[src/rtl/ext_pkg.sv]
// Shared definitions for the immediate-extension unit: mode encoding and
// default widths used by ext_core and ext_unit.
package ext_pkg;

  // Extension modes, sampled together with the immediate.
  typedef enum logic [1:0] {
    EXT_SIGN   = 2'd0,
    EXT_ZERO   = 2'd1,
    EXT_UPPER  = 2'd2,
    EXT_BRANCH = 2'd3
  } ext_mode_e;

  // Default widths: 16-bit immediates widened to a 32-bit datapath.
  localparam int EXT_IN_W  = 16;
  localparam int EXT_OUT_W = 32;

endpackage

[src/rtl/ext_core.sv]
// Combinational immediate extender: widens din to OUT_W bits according to
// mode. Holds no state; ext_unit registers its result.
module ext_core
  import ext_pkg::*;
#(
  parameter int IN_W  = EXT_IN_W,
  parameter int OUT_W = EXT_OUT_W
) (
  input  logic [IN_W-1:0]  din,
  input  logic [1:0]       mode,
  output logic [OUT_W-1:0] dout
);

  // Sign- and zero-extended views. OUT_W > IN_W always holds because the
  // top level enforces OUT_W >= 2*IN_W with IN_W >= 2.
  logic signed [OUT_W-1:0] sext;
  logic        [OUT_W-1:0] zext;

  assign sext = {{(OUT_W-IN_W){din[IN_W-1]}}, din};
  assign zext = {{(OUT_W-IN_W){1'b0}}, din};

  // Mode select. UPPER shifts the zero-extended value, so bits above
  // 2*IN_W stay zero. BRANCH drops the top two sign bits in the shift.
  always_comb begin
    dout = '0;
    case (ext_mode_e'(mode))
      EXT_SIGN:   dout = sext;
      EXT_ZERO:   dout = zext;
      EXT_UPPER:  dout = zext << IN_W;
      EXT_BRANCH: dout = sext <<< 2;
      default:    dout = sext;
    endcase
  end

endmodule

[src/rtl/ext_unit.sv]
// Pipelined immediate-extension unit. The extension runs on the input
// side; finished results go into an output register (OR) and a one-entry
// skid register (SK). in_ready depends only on SK occupancy, so there is
// no combinational path from out_ready to in_ready or from in_valid to
// out_valid.
module ext_unit
  import ext_pkg::*;
#(
  parameter int IN_W  = EXT_IN_W,
  parameter int OUT_W = EXT_OUT_W
) (
  input  logic             clk,
  input  logic             reset,
  input  logic             in_valid,
  output logic             in_ready,
  input  logic [IN_W-1:0]  in_data,
  input  logic [1:0]       in_mode,
  output logic             out_valid,
  input  logic             out_ready,
  output logic [OUT_W-1:0] out_data
);

  // Reject parameter sets the extension modes cannot represent.
  if (IN_W < 2) begin : g_in_w_check
    $error("ext_unit: IN_W must be at least 2");
  end
  if (OUT_W < 2 * IN_W) begin : g_out_w_check
    $error("ext_unit: OUT_W must be at least 2*IN_W");
  end

  logic [OUT_W-1:0] ext_p0;
  logic             or_vld_p1;
  logic [OUT_W-1:0] or_data_p1;
  logic             sk_vld_p1;
  logic [OUT_W-1:0] sk_data_p1;
  logic             accept;
  logic             or_free;

  // ---- stage p0: extend the immediate before it is stored ----
  ext_core #(
    .IN_W  (IN_W),
    .OUT_W (OUT_W)
  ) u_core (
    .din  (in_data),
    .mode (in_mode),
    .dout (ext_p0)
  );

  // ---- stage p1: output and skid registers ----
  assign in_ready  = !sk_vld_p1;
  assign accept    = in_valid && in_ready;
  assign or_free   = !or_vld_p1 || out_ready;
  assign out_valid = or_vld_p1;
  assign out_data  = or_data_p1;

  // Occupancy control: refill OR from SK first, then from a new accept;
  // park an accept in SK when OR is stalled.
  always_ff @(posedge clk or posedge reset) begin
    if (reset) begin
      or_vld_p1 <= 1'b0;
      sk_vld_p1 <= 1'b0;
    end else if (or_free) begin
      if (sk_vld_p1) begin
        or_vld_p1 <= 1'b1;
        sk_vld_p1 <= 1'b0;
      end else begin
        or_vld_p1 <= accept;
      end
    end else if (accept) begin
      sk_vld_p1 <= 1'b1;
    end
  end

  // Result storage. Cleared on reset so no stale value is visible
  // afterwards; OR data is untouched while stalled, keeping out_data stable.
  always_ff @(posedge clk or posedge reset) begin
    if (reset) begin
      or_data_p1 <= '0;
      sk_data_p1 <= '0;
    end else if (or_free) begin
      if (sk_vld_p1) begin
        or_data_p1 <= sk_data_p1;
      end else if (accept) begin
        or_data_p1 <= ext_p0;
      end
    end else if (accept) begin
      sk_data_p1 <= ext_p0;
    end
  end

endmodule
[config.mk]
export PLATFORM = sky130hd
export DESIGN_NAME = ext_unit
export DESIGN_NICKNAME = d
export VERILOG_FILES = /design/src/rtl/ext_pkg.sv /design/src/rtl/ext_core.sv /design/src/rtl/ext_unit.sv
export SDC_FILE = /design/constraint.sdc
export NUM_CORES = 1
export LEC_CHECK = 0
export ABC_AREA = 1
export CORE_ASPECT_RATIO = 2
export CORE_MARGIN = 1
export CORE_UTILIZATION = 45
export CTS_CLUSTER_DIAMETER = 120
export CTS_CLUSTER_SIZE = 40
export DETAILED_ROUTE_END_ITERATION = 10
export PLACE_DENSITY = 0.69
export SLEW_MARGIN = 5
export SYNTH_ARGS = -nofsm -noshare
export SYNTH_HDL_FRONTEND = slang
export SYNTH_HIERARCHICAL = 1
export SYNTH_SLANG_ARGS = --single-unit
[constraint.sdc]
create_clock -name clk -period 5.41 [get_ports clk]
set_clock_uncertainty 0.2 [all_clocks]
set_input_delay 1.082 -clock clk [delete_from_list [all_inputs] [get_ports clk]]
set_output_delay 1.082 -clock clk [all_outputs]
set_load 0.01 [all_outputs]
==> flow_metrics.py, run 1 <==
metrics = {
    "run_status": {
        "outcome": "finished, final reports clean",
    },
    "sta": {
        "fin_hold_ws_ns": 0.270,
        "grt_setup_unrepaired": "no",
        "timing_hold_violations_final": 0,
        "layout_min_cycle_time_ns": 3.35,
        "layout_worst_path_cycle_share": 0.619,
        "slew-limit-headroom": 0.330,
        "max_freq_ghz": 0.299,
        "timing.final.setup_violations": 0,
        "worst-slew-pin-transition_ns": 1.00,
        "totalNegativeSetupSlack_ns": 0,
        "final_max_slew_viol_count": 0,
    },
    "die": {
        "num_rows": 44,
        "ioPinCount": 56,
        "die-area_mm2": 0.00804,
        "die_x_um": 63.9,
        "placeableCoreArea_mm2": 0.00732,
        "floorplan.initialDensity": 0.471,
        "die_h_um": 126,
    },
    "clock_network": {
        "insertion_delay_to_the_later_sink_of_the_worst_skew_pair_ns": 0.33,
        "cts_setup_buffers": 0,
        "longest_clk_path_bufs": 2,
        "postCtsHoldBufs": 0,
        "cts.reportedPaths.clkPinSlew_ns": 0.05,
        "ctsHtreeMaxLevel": 3,
        "tritoncts_clock_tree": "done",
        "postCtsResizedCells": 0,
        "cts-buffers-inserted": 9,
        "clock_sinks": 66,
        "cts.root.buffer_cell": "sky130_fd_sc_hd__clkbuf_16",
    },
    "cells_and_area": {
        "final_net_count": 539,
        "insertedDiodeCount": 0,
        "final_cell_mix": "sky130_fd_sc_hd__nand2_1 (275), sky130_fd_sc_hd__nand3_1 (73), sky130_fd_sc_hd__dfrtp_1 (66)",
        "drive_gt1_frac": 0.0536,
        "mostFrequentLayoutCell": "sky130_fd_sc_hd__nand2_1",
        "area_delta_synth_final_pct": 23.0,
        "stdcell_count": 614,
    },
    "place": {
        "placed_cells_incl_taps": 598,
        "routabilityCongestion": 0.836,
        "place.detailed.hpwl_um": 5410,
        "port_buffers": 55,
    },
    "pwr": {
        "design_power_total_mw": 1.60,
        "irDropWorstVdd_mv": 0.230,
        "power_density_mw_per_mm2": 377,
        "cellLeakagePower_nw": 2.30,
    },
    "global_route": {
        "grtUsageTotal": 0.231,
        "global_route.overflow_total": 0,
        "global_route_wire_length_before_repair_um": 14400,
        "grt_start_max_net_pins": 44,
        "antenna_found_initial": 0,
        "first_global_vias": 2966,
    },
    "yosys": {
        "synth.lib_cells_used.distinct": 14,
        "register_bit_total_from_synthesis": 66,
        "synthCells": 479,
        "synth_nets": 501,
        "post_synth_instance_area_mm2": 0.00345,
        "postSynthAreaPerCell_um2": 7.20,
        "synth-seq-area-share": 0.479,
        "synth-warning-count": 6,
    },
    "critical_path": {
        "worstSetupStartpointType": "input pin",
        "setup.worst_path.class": "in -> reg",
        "critical-path-slowest-cell": "sky130_fd_sc_hd__clkdlybuf4s50_1",
        "cp_max_fo": 35,
        "cp_common_cell": "sky130_fd_sc_hd__nand2_1",
        "critical_path_required_ns": 5.48,
        "endpoint_kind": "register",
        "data_arrival_time_at_the_worst_slack_endpoint_ns": 3.41,
        "ordered_list_of_cells_on_the_worst_path": "clkdlybuf4s50_1 -> nand3_1 -> nand3_1 -> nand2_1 -> nand2_1 -> nand2_1 -> nand2_1",
        "timing.critical_path.slowest_cell_delay_ns": 1.13,
    },
    "detailed_routing": {
        "initialDrtViolationCount": 205,
        "routed_wire_length_per_instance_um": 13.7,
        "routed-via-count": 3098,
        "wl_um": 8390,
        "detail_route.vias_per_cell": 5.05,
        "total_iterations_of_the_first_detailed_routing_run": 4,
        "route.antenna.remaining_nets": 0,
        "drt_drc_violations_left": 0,
    },
    "worst_hold_path": {
        "min-delay-path-class": "reg -> reg",
    },
    "flow_run": {
        "drv.max_cap_violation_count": 0,
    },
}
[flip-flops by register name, summed over array words and instances, names as in the netlist]
register,cells
out_data,32
sk_data_p1,32
out_valid,1
sk_vld_p1,1
[worst max-delay path, delay by kind of cell]
family	cells	cell delay, ns
buffers and inverters	1	1.13
and+or+nand+nor	6	1.19
[logic make-up after synthesis]
family,synth area share
compound gates,0.0145
flops,0.479
buf+inv,0.0766
simple gates,0.430
[worst paths after layout]
kind / slack (ns) / startpoint / to / depth (start not counted)
max reg2reg: 3.11 / sk_vld_p1 / sk_data_p1[6] / 5
max: 2.06 / in_mode[1] / out_data[18] / 7
min in group asynchronous: 0.93 / reset / sk_data_p1[15] / 2
min reg2reg: 0.27 / sk_data_p1[23] / sk_data_p1[23] / 2
min: 0.27 / sk_data_p1[23] / sk_data_p1[23] / 2
max in group asynchronous: 3.12 / reset / sk_data_p1[4] / 3
[per-layer routing]
layer / global-route usage / share of wire / vias to the layer above / wire, µm
met3: 0.0371 / 0.042 / 19 / 349
met2: 0.385 / 0.52 / 109 / 4390
li1: - / - / 1563 / -
met1: 0.278 / 0.41 / 1407 / 3400
met5: 0 / 0 / - / 0
met4: 0.127 / 0.029 / 0 / 243
[area by class of cell]
class,instances,area (µm²)
Fill cell,688,3080
Sequential cell,66,1650
Multi-Input combinational cell,369,1530
Timing Repair Buffer,58,573
Clock buffer,11,243
Tap cell,92,115
Clock inverter,5,77.6
Inverter,13,48.8
[power by group]
group	switching (mW)	internal [mW]	total, mW	leakage, nW
clock network	0.210	0.414	0.624	0.156
registers	0.0489	0.586	0.635	0.848
logic	0.189	0.153	0.342	1.30
total	0.448	1.15	1.60	2.30
[synth_stat cells]
master | number | share of area
sky130_fd_sc_hd__nor2_4 | 4 | 0.013
sky130_fd_sc_hd__buf_6 | 8 | 0.026
sky130_fd_sc_hd__a21oi_1 | 1 | 0.0015
sky130_fd_sc_hd__nor2_1 | 4 | 0.0044
sky130_fd_sc_hd__o21ai_0 | 9 | 0.013
sky130_fd_sc_hd__nand2_1 | 275 | 0.30
sky130_fd_sc_hd__dfrtp_1 | 66 | 0.48
sky130_fd_sc_hd__inv_2 | 2 | 0.0022
sky130_fd_sc_hd__buf_4 | 4 | 0.0087
sky130_fd_sc_hd__nand2_2 | 2 | 0.0036
sky130_fd_sc_hd__inv_1 | 11 | 0.012
sky130_fd_sc_hd__nand3_1 | 73 | 0.11
sky130_fd_sc_hd__buf_2 | 19 | 0.028
sky130_fd_sc_hd__nand2_4 | 1 | 0.0033
[metrics by stage]
| stage | util | cell area (µm²) | worst slack [ns] |
|---|---|---|---|
| finish | 0.579 | 4240 | 2.06 |
| global route | 0.579 | 4240 | 1.76 |
| CTS | 0.579 | 4240 | 2.10 |
| detailed placement | 0.535 | 3920 | 1.74 |
| global placement | 0.535 | 3920 | 1.83 |
| floorplan | - | 3450 | 2.47 |
No activity file was read; power rests on OpenSTA's default activity.
==> run 2, diff against run 1 <==
Clock period 5.41 ns to 3.31 ns, I/O delays scaled along.
==> flow_metrics.py, run 2 (synthesis results as in run 1) <==
metrics = {
    "cells_and_area": {
        "n_fill_cell": 679,
        "final_cell_mix": "sky130_fd_sc_hd__nand2_1 (275), sky130_fd_sc_hd__nand3_1 (73), sky130_fd_sc_hd__dfrtp_1 (66)",
        "multi_input_comb_area_mm2": 0.00153,
        "mostFrequentLayoutCell": "sky130_fd_sc_hd__nand2_1",
        "final_net_count": 543,
        "drive_gt1_frac": 0.0570,
        "insertedDiodeCount": 0,
        "finish.instance_area_mm2": 0.00425,
        "area_delta_synth_final_pct": 23.3,
        "register_area_mm2": 0.00165,
    },
    "global_route": {
        "antenna_found_initial": 0,
        "first_global_vias": 2997,
        "grt_start_max_net_pins": 34,
        "global_route_wire_length_before_repair_um": 14400,
        "grtUsageTotal": 0.233,
        "global_route.overflow_total": 0,
    },
    "place": {
        "place.detailed.hpwl_um": 5530,
        "routabilityCongestion": 0.872,
        "detailed_place.area_mm2": 0.00395,
        "port_buffers": 55,
    },
    "clock_network": {
        "cts.reportedPaths.clkPinSlew_ns": 0.05,
        "clock_sinks": 66,
        "cts_setup_buffers": 0,
        "insertion_delay_to_the_later_sink_of_the_worst_skew_pair_ns": 0.33,
        "cts-buffers-inserted": 9,
        "postCtsResizedCells": 0,
        "cts.root.buffer_cell": "sky130_fd_sc_hd__clkbuf_16",
        "tritoncts_clock_tree": "done",
        "postCtsHoldBufs": 0,
        "longest_clk_path_bufs": 2,
        "ctsHtreeMaxLevel": 3,
    },
    "critical_path": {
        "path_depth": 7,
        "endpoint_kind": "register",
        "critPathBufInv": 1,
        "ordered_list_of_cells_on_the_worst_path": "clkdlybuf4s50_1 -> nand3_1 -> nand3_1 -> nand2_1 -> nand2_1 -> nand2_1 -> nand2_1",
        "timing.rr.end": "out_data[26]",
        "setup.worst_path.class": "in -> reg",
        "crit_path_start": "in_mode[0]",
        "cp_max_fo": 15,
        "data_arrival_time_at_the_worst_slack_endpoint_ns": 2.47,
        "rrSetupSlack_ns": 1.27,
        "critical_path_required_ns": 3.38,
        "worstSetupStartpointType": "input pin",
        "regToRegStartpoint": "sk_vld_p1",
        "cp_common_cell": "sky130_fd_sc_hd__nand2_1",
        "timing.critical_path.slowest_cell_delay_ns": 0.77,
        "r2r_cells": 6,
        "timing.critical_path.max_delay_family": "simple AND/OR/NAND/NOR gates",
        "critical-path-slowest-cell": "sky130_fd_sc_hd__clkdlybuf4s50_1",
        "critical_path_sink": "out_data[18]",
    },
    "sta": {
        "slew-limit-headroom": 0.510,
        "totalNegativeSetupSlack_ns": 0,
        "layout_min_cycle_time_ns": 2.40,
        "fin_hold_ws_ns": 0.267,
        "worst-slew-pin-transition_ns": 0.734,
        "layout_worst_path_cycle_share": 0.726,
        "timing_hold_violations_final": 0,
        "timing.final.setup_violations": 0,
        "grt_setup_unrepaired": "no",
        "max_freq_ghz": 0.416,
        "final_max_slew_viol_count": 0,
    },
    "detailed_routing": {
        "initialDrtViolationCount": 259,
        "routed_wire_length_per_instance_um": 13.6,
        "routed-via-count": 3164,
        "wl_um": 8380,
        "drt_drc_violations_left": 0,
        "total_iterations_of_the_first_detailed_routing_run": 5,
        "route.antenna.remaining_nets": 0,
        "detail_route.vias_per_cell": 5.12,
    },
    "run_status": {
        "outcome": "finished, final reports clean",
    },
    "die": {
        "die_x_um": 63.9,
        "num_rows": 44,
        "placeableCoreArea_mm2": 0.00732,
        "die-area_mm2": 0.00804,
        "ioPinCount": 56,
        "die_h_um": 126,
        "floorplan.initialDensity": 0.471,
    },
    "pwr": {
        "irDropWorstVdd_mv": 0.326,
        "power_density_mw_per_mm2": 601,
        "cellLeakagePower_nw": 2.31,
    },
    "flow_run": {
        "drv.max_cap_violation_count": 0,
    },
    "worst_hold_path": {
        "min-delay-path-class": "reg -> reg",
    },
}
==> run 2: layer usage <==
layer | track usage | vias up | routed length (µm)
met3 | 0.0516 | 19 | 402
met1 | 0.284 | 1464 | 3420
met5 | 0 | - | 0
met2 | 0.373 | 108 | 4280
li1 | - | 1573 | -
met4 | 0.134 | 0 | 282
==> run 2: how the worst min path moves through the flow <==
stage / startpoint / end / slack, ns / cells after the start
2_1_floorplan: sk_data_p1[17] / sk_data_p1[17] / 0.24 / 2
3_3_place_gp: sk_data_p1[25] / sk_data_p1[25] / 0.25 / 2
3_5_place_dp: sk_data_p1[26] / sk_data_p1[26] / 0.26 / 2
4_1_cts: sk_data_p1[26] / sk_data_p1[26] / 0.27 / 2
5_1_grt: sk_data_p1[28] / sk_data_p1[28] / 0.28 / 2
6_report: sk_data_p1[28] / sk_data_p1[28] / 0.27 / 2
==> run 2: worst reg2reg max path, cell delays in order (launching register included) <==
cell and delay (ns):
sky130_fd_sc_hd__dfrtp_1 0.49, sky130_fd_sc_hd__inv_2 0.10, sky130_fd_sc_hd__buf_4 0.33, sky130_fd_sc_hd__nand2_1 0.13, sky130_fd_sc_hd__nand2_2 0.49, sky130_fd_sc_hd__nand2_1 0.13, sky130_fd_sc_hd__nand2_1 0.10
==> run 2: area by class of cell <==
type / count / share of cell area
multi-input cells: 369 / 0.360
flip-flops and latches: 66 / 0.389
well taps: 92 / 0.0271
inverters: 13 / 0.0115
repair buffers: 62 / 0.142
clock inverters: 2 / 0.00824
clock buffers: 14 / 0.0621
==> run 2: stage by stage <==
stage / total power, mW / utilization / instances / worst slack, ns
after global placement: 1.60 / 0.539 / 602 / 0.645
after floorplan: 1.37 / - / 479 / 0.793
after global routing: 2.70 / 0.580 / 618 / 0.644
after CTS: 2.58 / 0.580 / 618 / 0.917
final: 2.55 / 0.580 / 618 / 0.907
after detailed placement: 1.62 / 0.539 / 602 / 0.580
==> run 2: power breakdown <==
| part | total [mW] | internal, mW | leakage, nW | switching [mW] |
|---|---|---|---|---|
| combinational | 0.561 | 0.254 | 1.32 | 0.307 |
| sequential | 1.04 | 0.957 | 0.848 | 0.0811 |
| clock | 0.954 | 0.623 | 0.147 | 0.331 |
| total | 2.55 | 1.83 | 2.31 | 0.719 |
==> run 3, diff against run 2 <==
Clock period 3.31 ns to 2.45 ns, I/O delays scaled along.
==> flow_metrics.py, run 3 (synthesis results as in run 1) <==
metrics = {
    "critical_path": {
        "critical_path_required_ns": 1.76,
        "setup.worst_path.class": "reg -> out",
        "r2r_cells": 6,
        "path_depth": 2,
        "critical-path-slowest-cell": "sky130_fd_sc_hd__clkdlybuf4s50_1",
        "endpoint_kind": "output port",
        "timing.critical_path.slowest_cell_delay_ns": 0.58,
        "data_arrival_time_at_the_worst_slack_endpoint_ns": 1.49,
        "worstSetupStartpointType": "register",
        "critPathBufInv": 2,
        "ordered_list_of_cells_on_the_worst_path": "inv_2 -> clkdlybuf4s50_1",
        "cp_max_fo": 10,
        "timing.critical_path.max_delay_family": "buffers and inverters",
    },
    "global_route": {
        "grtUsageTotal": 0.241,
        "global_route.overflow_total": 0,
        "antenna_found_initial": 0,
        "global_route_wire_length_before_repair_um": 14800,
        "first_global_vias": 2966,
        "grt_start_max_net_pins": 67,
    },
    "clock_network": {
        "cts-buffers-inserted": 9,
        "insertion_delay_to_the_later_sink_of_the_worst_skew_pair_ns": 0.33,
        "ctsHtreeMaxLevel": 3,
        "cts.root.buffer_cell": "sky130_fd_sc_hd__clkbuf_16",
        "longest_clk_path_bufs": 2,
        "postCtsResizedCells": 0,
        "postCtsHoldBufs": 0,
        "clock_sinks": 66,
        "tritoncts_clock_tree": "done",
        "cts_setup_buffers": 0,
        "cts.reportedPaths.clkPinSlew_ns": 0.05,
    },
    "cells_and_area": {
        "insertedDiodeCount": 0,
        "n_fill_cell": 695,
        "register_area_mm2": 0.00165,
        "final_cell_mix": "sky130_fd_sc_hd__nand2_1 (275), sky130_fd_sc_hd__nand3_1 (73), sky130_fd_sc_hd__dfrtp_1 (66)",
        "final_net_count": 551,
        "drive_gt1_frac": 0.0768,
        "mostFrequentLayoutCell": "sky130_fd_sc_hd__nand2_1",
        "area_delta_synth_final_pct": 25.5,
        "multi_input_comb_area_mm2": 0.00153,
    },
    "detailed_routing": {
        "total_iterations_of_the_first_detailed_routing_run": 5,
        "routed_wire_length_per_instance_um": 14.0,
        "route.antenna.remaining_nets": 0,
        "routed-via-count": 3138,
        "drt_drc_violations_left": 0,
        "initialDrtViolationCount": 196,
        "wl_um": 8730,
        "detail_route.vias_per_cell": 5.01,
    },
    "worst_hold_path": {
        "min-delay-path-class": "reg -> reg",
        "holdPathStages": 2,
    },
    "place": {
        "pre_cts_setup_slack_ns": 0.194,
        "routabilityCongestion": 0.913,
        "place.detailed.hpwl_um": 5730,
        "port_buffers": 55,
    },
    "sta": {
        "post-route-worst-setup-slack_ns": 0.274,
        "timing.final.setup_violations": 0,
        "max_freq_ghz": 0.460,
        "slew-limit-headroom": 0.585,
        "totalNegativeSetupSlack_ns": 0,
        "worst-slew-pin-transition_ns": 0.620,
        "layout_worst_path_cycle_share": 0.888,
        "layout_min_cycle_time_ns": 2.18,
        "final_max_slew_viol_count": 0,
        "grt_setup_unrepaired": "no",
        "timing_hold_violations_final": 0,
    },
    "pwr": {
        "irDropWorstVdd_mv": 0.472,
        "power_density_mw_per_mm2": 790,
        "cellLeakagePower_nw": 2.35,
    },
    "run_status": {
        "outcome": "finished, final reports clean",
    },
    "die": {
        "die_h_um": 126,
        "die-area_mm2": 0.00804,
        "ioPinCount": 56,
        "die_x_um": 63.9,
        "floorplan.initialDensity": 0.471,
        "num_rows": 44,
        "placeableCoreArea_mm2": 0.00732,
    },
    "flow_run": {
        "drv.max_cap_violation_count": 0,
    },
}
-- run 3: worst min-delay path, stage by stage (launching register included) --
cell and delay (ns):
sky130_fd_sc_hd__dfrtp_1 0.34, sky130_fd_sc_hd__nand2_1 0.05, sky130_fd_sc_hd__nand2_1 0.05
-- run 3: path summary, 6_finish.rpt --
check	from	endpoint	slack, ns
setup / recovery	sk_vld_p1	in_ready	0.27
hold / removal	sk_data_p1[0]	sk_data_p1[0]	0.27
setup reg to reg	sk_vld_p1	out_data[8]	0.76
hold reg to reg	sk_data_p1[0]	sk_data_p1[0]	0.27
max in group asynchronous	reset	sk_data_p1[22]	1.41
min in group asynchronous	reset	sk_data_p1[11]	0.35
-- run 3: layer usage --
metal,wire [µm],global-route usage,up-vias
met5,0,0,-
met4,282,0.131,0
met3,330,0.0408,24
met2,4540,0.395,108
met1,3580,0.296,1416
li1,-,-,1590
-- run 3: metrics by stage --
| step | utilization | hold slack [ns] | total power, mW | area, µm² | instances |
|---|---|---|---|---|---|
| final | 0.591 | 0.272 | 3.42 | 4330 | 626 |
| after detailed placement | 0.551 | 0.258 | 2.21 | 4040 | 610 |
| after global routing | 0.591 | 0.291 | 3.61 | 4330 | 626 |
| after floorplan | - | 0.242 | 1.86 | 3450 | 479 |
| after CTS | 0.591 | 0.272 | 3.46 | 4330 | 626 |
| after global placement | 0.551 | 0.253 | 2.19 | 4040 | 610 |
-- run 3: area by class of cell --
class | instances | area share
multi-input cells | 369 | 0.354
inverters | 13 | 0.0113
well taps | 92 | 0.0266
clock inverters | 4 | 0.00578
clock buffers | 12 | 0.0616
flip-flops and latches | 66 | 0.382
repair buffers | 70 | 0.159
-- run 3: power breakdown --
part           leakage (nW)  switching (mW)  total [mW]  internal [mW]
clock                 0.141           0.466        1.23          0.763
combinational          1.37           0.427       0.785          0.359
sequential            0.848           0.112        1.41           1.29
